===== config.mk =====
export PLATFORM = sky130hd
export DESIGN_NAME = rni_txflit_arb
export DESIGN_NICKNAME = d
export VERILOG_FILES = /design/src/rtl/rni_txflit_arb.sv
export SDC_FILE = /design/constraint.sdc
export NUM_CORES = 1
export LEC_CHECK = 0
export ABC_AREA = 1
export CAP_MARGIN = 20
export CORE_AREA = 2 2 254 256
export DETAILED_ROUTE_END_ITERATION = 7
export DIE_AREA = 0 0 256 258
export PLACE_DENSITY = 0.43
export SETUP_SLACK_MARGIN = 0.3
export SLEW_MARGIN = 20
export SYNTH_ARGS = -nofsm -noshare
export SYNTH_HDL_FRONTEND = slang
export SYNTH_SLANG_ARGS = --single-unit

===== constraint.sdc =====
create_clock -name clk -period 2.8 [get_ports clk]
set_input_delay 0.28 -clock clk [delete_from_list [all_inputs] [get_ports clk]]
set_output_delay 0.28 -clock clk [all_outputs]
set_load 0.05 [all_outputs]

===== src/rtl/rni_txflit_arb.sv =====
// rtl/rni_txflit_arb.sv - RNI TX flit channel arbiter with L-credit tracking and deactivation drain
module rni_txflit_arb #(
    parameter int NUM_REQ    = 4,
    parameter int FLIT_WIDTH = 128,
    parameter int CRD_MAX    = 15,
    parameter int CRD_W      = 4
) (
    input  logic                          clk,
    input  logic                          rst,
    input  logic [NUM_REQ-1:0]            req_valid,
    input  logic [NUM_REQ*FLIT_WIDTH-1:0] req_flit,
    output logic [NUM_REQ-1:0]            req_ready,
    input  logic [1:0]                    txlink_state,
    input  logic                          lcrd_return_en,
    input  logic                          TXLCRDV,
    output logic                          TXFLITPEND,
    output logic                          TXFLITV,
    output logic [FLIT_WIDTH-1:0]         TXFLIT,
    output logic                          txflit_avail,
    output logic [CRD_W-1:0]              crd_cnt,
    output logic                          crd_err
);

    localparam int PTR_W = (NUM_REQ > 1) ? $clog2(NUM_REQ) : 1;
    localparam logic [1:0] LINK_STOP  = 2'b00;
    localparam logic [1:0] LINK_RUN   = 2'b11;
    localparam logic [1:0] LINK_DEACT = 2'b01;

    typedef enum logic [1:0] {
        S_IDLE   = 2'd0,
        S_ACTIVE = 2'd1,
        S_DRAIN  = 2'd2
    } state_t;

    state_t                  state_q, state_d;
    logic                    pend_q, pend_d;
    logic [PTR_W-1:0]        rr_ptr_q, rr_ptr_d;
    logic [CRD_W-1:0]        crd_q, crd_d;
    logic                    err_q, err_d;
    logic                    flitv_q, flitv_d;
    logic [FLIT_WIDTH-1:0]   flit_q, flit_d;

    logic                    gnt_found;
    logic [PTR_W-1:0]        gnt_idx;
    logic [PTR_W-1:0]        cand;
    logic                    grant;
    logic                    ret_issue;
    logic                    crd_inc;
    logic                    crd_dec;

    always_comb begin
        state_d = state_q;
        case (state_q)
            S_IDLE: begin
                if (txlink_state == LINK_RUN) state_d = S_ACTIVE;
            end
            S_ACTIVE: begin
                if (txlink_state == LINK_DEACT)     state_d = S_DRAIN;
                else if (txlink_state == LINK_STOP) state_d = S_IDLE;
            end
            S_DRAIN: begin
                if (txlink_state == LINK_STOP)     state_d = S_IDLE;
                else if (txlink_state == LINK_RUN) state_d = S_ACTIVE;
            end
            default: state_d = S_IDLE;
        endcase
    end

    // Round-robin search starting at rr_ptr, wrapping modulo NUM_REQ.
    always_comb begin
        gnt_found = 1'b0;
        gnt_idx   = '0;
        cand      = '0;
        for (int k = 0; k < NUM_REQ; k++) begin
            cand = PTR_W'((int'(rr_ptr_q) + k) % NUM_REQ);
            if (!gnt_found && req_valid[cand]) begin
                gnt_found = 1'b1;
                gnt_idx   = cand;
            end
        end
    end

    assign grant     = (state_q == S_ACTIVE) && pend_q && (crd_q != '0) && gnt_found;
    assign ret_issue = (state_q == S_DRAIN) && lcrd_return_en && (crd_q != '0) && pend_q;

    always_comb begin
        req_ready = '0;
        if (grant) req_ready[gnt_idx] = 1'b1;
    end

    always_comb begin
        pend_d   = (state_d != S_IDLE);
        rr_ptr_d = rr_ptr_q;
        flitv_d  = grant || ret_issue;
        flit_d   = flit_q;
        if (grant) begin
            rr_ptr_d = PTR_W'((int'(gnt_idx) + 1) % NUM_REQ);
            flit_d   = req_flit[int'(gnt_idx)*FLIT_WIDTH +: FLIT_WIDTH];
        end else if (ret_issue) begin
            flit_d   = '0;
        end
    end

    // Credits are only meaningful while the link is up; leaving the link with any held is an error.
    always_comb begin
        crd_inc = TXLCRDV && (txlink_state != LINK_STOP);
        crd_dec = grant || ret_issue;
        crd_d   = crd_q;
        err_d   = err_q;
        if (TXLCRDV && (txlink_state == LINK_STOP)) err_d = 1'b1;
        if (crd_inc && !crd_dec) begin
            if (crd_q == CRD_W'(CRD_MAX)) err_d = 1'b1;
            else                          crd_d = crd_q + 1'b1;
        end else if (!crd_inc && crd_dec) begin
            crd_d = crd_q - 1'b1;
        end
        if (state_d == S_IDLE) begin
            if ((state_q != S_IDLE) && (crd_d != '0)) err_d = 1'b1;
            crd_d = '0;
        end
    end

    always_ff @(posedge clk) begin
        if (!rst) begin
            state_q  <= S_IDLE;
            pend_q   <= 1'b0;
            rr_ptr_q <= '0;
            crd_q    <= '0;
            err_q    <= 1'b0;
            flitv_q  <= 1'b0;
            flit_q   <= '0;
        end else begin
            state_q  <= state_d;
            pend_q   <= pend_d;
            rr_ptr_q <= rr_ptr_d;
            crd_q    <= crd_d;
            err_q    <= err_d;
            flitv_q  <= flitv_d;
            flit_q   <= flit_d;
        end
    end

    assign TXFLITPEND   = pend_q;
    assign TXFLITV      = flitv_q;
    assign TXFLIT       = flit_q;
    assign txflit_avail = |req_valid;
    assign crd_cnt      = crd_q;
    assign crd_err      = err_q;

endmodule


# Word level (Yosys, flattened, before mapping)
# Index checks and enable logic that the tools add are counted.
word_totals:
  register_bits: 139
  input_bits: 522
  output_inout_bits: 140
classes:
  addsub: 6
  order_cmp: 6
  n_eq_ne: 5
  n_shift: 1
  muxes: 34
  bitwise_logic: 1
  reduce_logical: 32
ops:
  columns: ["cell", "count"]
  rows:
  - ["variable part select 512 x 10 -> 128 bit", 1]
  - ["2-to-1 mux 128 bit", 2]
  - ["2-to-1 mux 2 bit", 8]
  - ["2-to-1 mux 4 bit", 4]
  - ["logical AND 1 bit", 15]
  - ["< comparator 2 x 3 -> 1 bit (second input constant)", 5]
  - ["2-to-1 mux 1 bit", 14]
  - ["binary-select mux 1 bit (select 2 bit)", 4]
  - ["nonzero test 2 bit", 4]
  - ["nonzero test 4 bit", 2]
  - ["zero test 2 bit", 3]
  - ["one-hot mux 2 bit (3 select lines)", 1]
  - ["zero test 1 bit", 5]
  - ["adder 2 x 1 -> 2 bit (second input constant)", 2]
  - ["adder 2 bit (second input constant)", 2]
  - ["adder 4 x 1 -> 4 bit (second input constant)", 1]
  - ["equality test 2 x 1 -> 1 bit (second input constant)", 2]
  - ["equality test 2 bit (second input constant)", 2]
  - ["equality test 4 bit (second input constant)", 1]
  - ["OR reduction 4 bit", 1]
  - ["subtractor 4 x 1 -> 4 bit (second input constant)", 1]
  - ["demux 1 bit (select 2 bit)", 1]
  - [">= comparator 2 x 1 -> 1 bit (second input constant)", 1]
  - ["OR reduction 2 bit", 1]
  - ["other kinds (2)", 2]

# Depth between registers and ports, before layout
logic_depth:
  word_depth: 21
  mapped_depth: 16

# Worst setup path before layout
# Ideal clock, no wire load.
synth_timing:
  kind: "register to output"
  startpoint: "register rr_ptr_q[0]"
  endpoint: "output req_ready[1]"
  arrival_time_ns: 2.300
  t_required_ns: 2.520
  setup_slack_ns: 0.220
  stages_incl_launch_ff: 15
  path_buffers: 3
  cell_sequence: "dfxtp_1 > buf_4 > nand2_1 > nand3_1 > nand2_2 > nor2_4 > nand3_2 > nand2_2 > nand2_4 > buf_6 > buf_4 > inv_1 > ha_1 > inv_1 > nor2_1"
synth_between:
  elab_chain_cells: 17
  word_cells_on_any_way: 32
synth_rtl:
  columns: ["element", "line", "rtl"]
  rows:
  - ["start, declared", "37", "logic [PTR_W-1:0] rr_ptr_q, rr_ptr_d;"]
  - ["start signal, assigned", "135", "rr_ptr_q <= rr_ptr_d;"]
  - ["parallel branches: the longest is 16 deep, another holds < comparator 2 x 3 -> 1 bit", null, null]
  - ["2-to-1 mux 4 bit (*)", "88", "if (grant) req_ready[gnt_idx] = 1'b1;"]
  - ["end, declared", "12", "output logic [NUM_REQ-1:0] req_ready,"]
# Mark *: on every way between the ends. The select of a mux whose other input is x is not followed.

# Worst setup path in the final report
layout_timing:
  startpoint: "register rr_ptr_q[0]"
  endpoint: "output req_ready[0]"
# Same word-level chain as after synthesis.

==> qor.log <==
INFO  synth          post_synth.cell_area_avg=5.49um^2
INFO  grt            global_route.usage.total=18.3%
INFO  sta            timing.final.setup_violations=0
INFO  critical_path  critPathRequiredTime=2520ps
INFO  sta            fin_crit=2590ps
INFO  layout         final_cell_count_no_fill=3,586
INFO  floorplanning  die_w=256um
INFO  layout         area_taken_by_multi_input_logic_gates=6790um^2
INFO  power_and_ir_drop share_clk_of_total_power=37.5%
INFO  synth          postSynthCellCount=2,125
INFO  cts            tritoncts=yes
INFO  floorplanning  placement_rows=93
INFO  power_and_ir_drop netSwitchingPower=1.98mW
INFO  routing        totalWireLength=63,600um
INFO  placement      gpl.final_weighted_congestion=0.960
INFO  layout         seqCellArea=2790um^2
INFO  grt            antenna_found_initial=17
INFO  floorplanning  design.die.area=66,000um^2
INFO  critical_path  maximum_fanout_along_the_worst_path=5
INFO  placement      io_buf_count=661
INFO  layout         fillerInstances=7,069
INFO  run            maxCapViolations=0
INFO  routing        via_per_inst=4.30
INFO  power_and_ir_drop power_frac_comb=32.1%
INFO  critical_path  ff2ff_path_depth=14
INFO  floorplanning  fp.dieH=258um
INFO  sta            worst_clock_skew=12.8ps
INFO  routing        detailroute.via_count=15,400
INFO  cts            clock-sinks=139
INFO  sta            unrepaired_setup_endpoints_after_global_routing=yes
INFO  cts            clockBufferDepth=2
INFO  routing        drt-pass1-iter-count=5
INFO  synth          synth-warning-count=0
INFO  grt            overflow=0
INFO  layout         most-common-layout-cells=679 x nand2_1, 657 x clkdlybuf4s50_1, 407 x inv_1
INFO  power_and_ir_drop seq_power_share=30.4%
INFO  layout         drive_above_1_share=5.18%
INFO  placement      detailedPlace.worstSlack=36.2ps
INFO  synth          synth.yosys.seq_area_share=23.9%
INFO  critical_path  path_cells=buf_8 > nand2_2 > nand3_4 > nand2_4 > nor2_4 > nand4_1 > nand2_8 > buf_12 > ha_4 > inv_2 > nor2_4 > buf_12
INFO  sta            drv_slew=0
INFO  sta            fin_worst_hold_slack=462ps
INFO  sta            worst_slew_pin_slew=702ps
INFO  layout         mostFrequentLayoutCell=nand2_1
INFO  sta            timing_hold_violations_final=0
INFO  critical_path  r2r_slack=380ps
INFO  routing        initialDrtViolationCount=873
INFO  routing        wl_per_cell=17.7um
INFO  synth          syn_nets=2,653
INFO  cts            clock_tree.root_cell=clkbuf_16
INFO  critical_path  timing.critical_path.from_type=flip-flop
INFO  critical_path  setup.worst_path.end_class=output port
INFO  cts            worstSkewPairLatency=480ps
INFO  synth          mappedNetlistArea=11,700um^2
INFO  floorplanning  top_level_ports=662
INFO  critical_path  criticalPathCategory=reg -> out
INFO  power_and_ir_drop max-vdd-ir-drop=0.441mV
INFO  floorplanning  placeableCoreArea=63,600um^2
INFO  sta            setup_tns=0ps
INFO  critical_path  timing.rr.end=TXFLIT[63]
INFO  placement      placement.cell_area=19,400um^2
INFO  synth          synth_cell_type_count=25
INFO  routing        drt_drc_violations_left=0
INFO  layout         area_growth_from_synthesis_to_layout=75.1%
INFO  sta            slew_headroom=53.0%
INFO  sta            max_freq=386MHz
INFO  layout         design.final.nets=3,237
INFO  power_and_ir_drop cellInternalPower=4.55mW
INFO  grt            grt_start_max_net_pins=82
INFO  outcome        status=finished clean
INFO  grt            first_global_vias=14,900
INFO  power_and_ir_drop power.leakage=9.36nW
INFO  critical_path  crit_path_end=req_ready[0]
INFO  grt            grt_first_pass_wirelength=92,300um
INFO  cts            tritoncts.num_buffers=17
INFO  power_and_ir_drop power.total=6.53mW
INFO  routing        ant_nets=0
INFO  power_and_ir_drop power.share.switching=30.3%
INFO  layout         post-route-util=32.1%
INFO  placement      dp_hpwl=47,200um
INFO  critical_path  rr_startpoint=rr_ptr_q[0]
INFO  critical_path  worst_ep_arrival_time=2310ps
INFO  critical_path  worst_setup_path_startpoint=rr_ptr_q[0]
INFO  synth          postSynthRegisterBits=139
INFO  sta            smallest_setup_slack_after_layout=211ps
INFO  layout         post-route-cell-area=20,400um^2
INFO  cts            cts-hold-fix-buffers=0
INFO  critical_path  critPathMaxStageDelay=380ps
INFO  placement      numPlacedInstances=3,533
INFO  critical_path  slowest_stage=dfxtp_4
INFO  worst_hold_path worst_hold_path_type=reg -> reg
INFO  power_and_ir_drop power-per-cell-area=320nW/um^2
INFO  floorplanning  initial_core_utilization=18.3%
INFO  cts            clock_tree.htree_level_count=4
INFO  cts            worst_setup_hold_path_clk_slew=60ps
INFO  sta            min_period_over_period=92.5%
[cell usage after synthesis (all sizes together)]
| library cell | number | area (um^2) |
|---|---|---|
| a21oi | 135 | 676 |
| a31oi | 2 | 12.5 |
| buf | 92 | 483 |
| clkbuf | 64 | 240 |
| clkinv | 1 | 3.75 |
| dfxtp | 139 | 2780 |
| ha | 6 | 75.1 |
| inv | 417 | 1570 |
| nand2 | 699 | 2640 |
| nand3 | 401 | 2020 |
| nand3b | 129 | 968 |
| nand4 | 4 | 25.0 |
| nor2 | 25 | 101 |
| nor3 | 1 | 5.00 |
| o21ai | 8 | 40.0 |
| xor2 | 2 | 17.5 |
[power by group through the flow]
stage | combinational [mW] | sequential [mW] | clock (mW)
final | 2.09 | 1.99 | 2.45
after detailed placement | 2.03 | 2.03 | 0
after CTS | 2.06 | 1.99 | 2.57
after floorplan | 0.919 | 2.05 | 0
after global routing | 2.31 | 1.99 | 2.63
after global placement | 2.03 | 2.03 | 0
[layer usage]
| layer | global-route usage, % | vias to the layer above | part of all wire (%) |
|---|---|---|---|
| met5 | 0 | - | 0.16 |
| met4 | 4.86 | 14 | 1.7 |
| met3 | 6.58 | 66 | 8.3 |
| li1 | - | 7705 | - |
| met2 | 32.5 | 576 | 49 |
| met1 | 20.6 | 7058 | 40 |
[worst max-delay path: cells and delay by family, from the launching register on]
family,cells,cell delay (ps)
adder cells (fa/ha/maj),1,110
AND/OR/NAND/NOR,7,880
flip-flops,1,380
buffers and inverters,4,440
[worst min-delay path by stage]
stage,startpoint,to,slack [ps],cells after the start
after CTS,txlink_state[1],state_q[0],420,3
after floorplan,rst,rr_ptr_q[1],420,2
after global routing,txlink_state[1],state_q[0],460,3
after global placement,TXFLIT[113],TXFLIT[113],450,2
final,TXFLIT[25],TXFLIT[25],460,2
after detailed placement,TXFLIT[94],TXFLIT[94],450,2
[final cells by class]
type	count	area share (%)
Multi-Input combinational cell	1412	33.3
Tap cell	855	5.24
Clock buffer	22	2.27
Inverter	418	7.79
Sequential cell	139	13.7
Timing Repair Buffer	721	36.9
Clock inverter	10	0.687
Antenna cell	9	0.110
[sequential cells by signal, indices dropped and copies added, names as in the netlist]
name / flops
state_q: 2
TXFLITPEND: 1
TXFLIT: 128
TXFLITV: 1
rr_ptr_q: 2
crd_err: 1
crd_cnt: 4
[logic make-up (layout without fill, tap and decap cells)]
| logic type | after synthesis | in the layout | synth area share [%] |
|---|---|---|---|
| AND/OR/NAND/NOR | 1259 | 1259 | 49.4 |
| buffers and inverters | 574 | 1171 | 19.7 |
| other | 0 | 9 | 0 |
| XOR/XNOR | 2 | 2 | 0.150 |
| flip-flops | 139 | 139 | 23.9 |
| adder cells (fa/ha/maj) | 6 | 6 | 0.644 |
| AO/OA/AOI/OAI | 145 | 145 | 6.25 |
[timing repair]
item	4_1_cts	5_1_grt
endpoints found under the setup margin	8	75
buffers inserted	6	1
gates cloned	1	4
pin swaps	17	8
resized for setup	44	15
No activity file was read; power rests on OpenSTA's default activity.
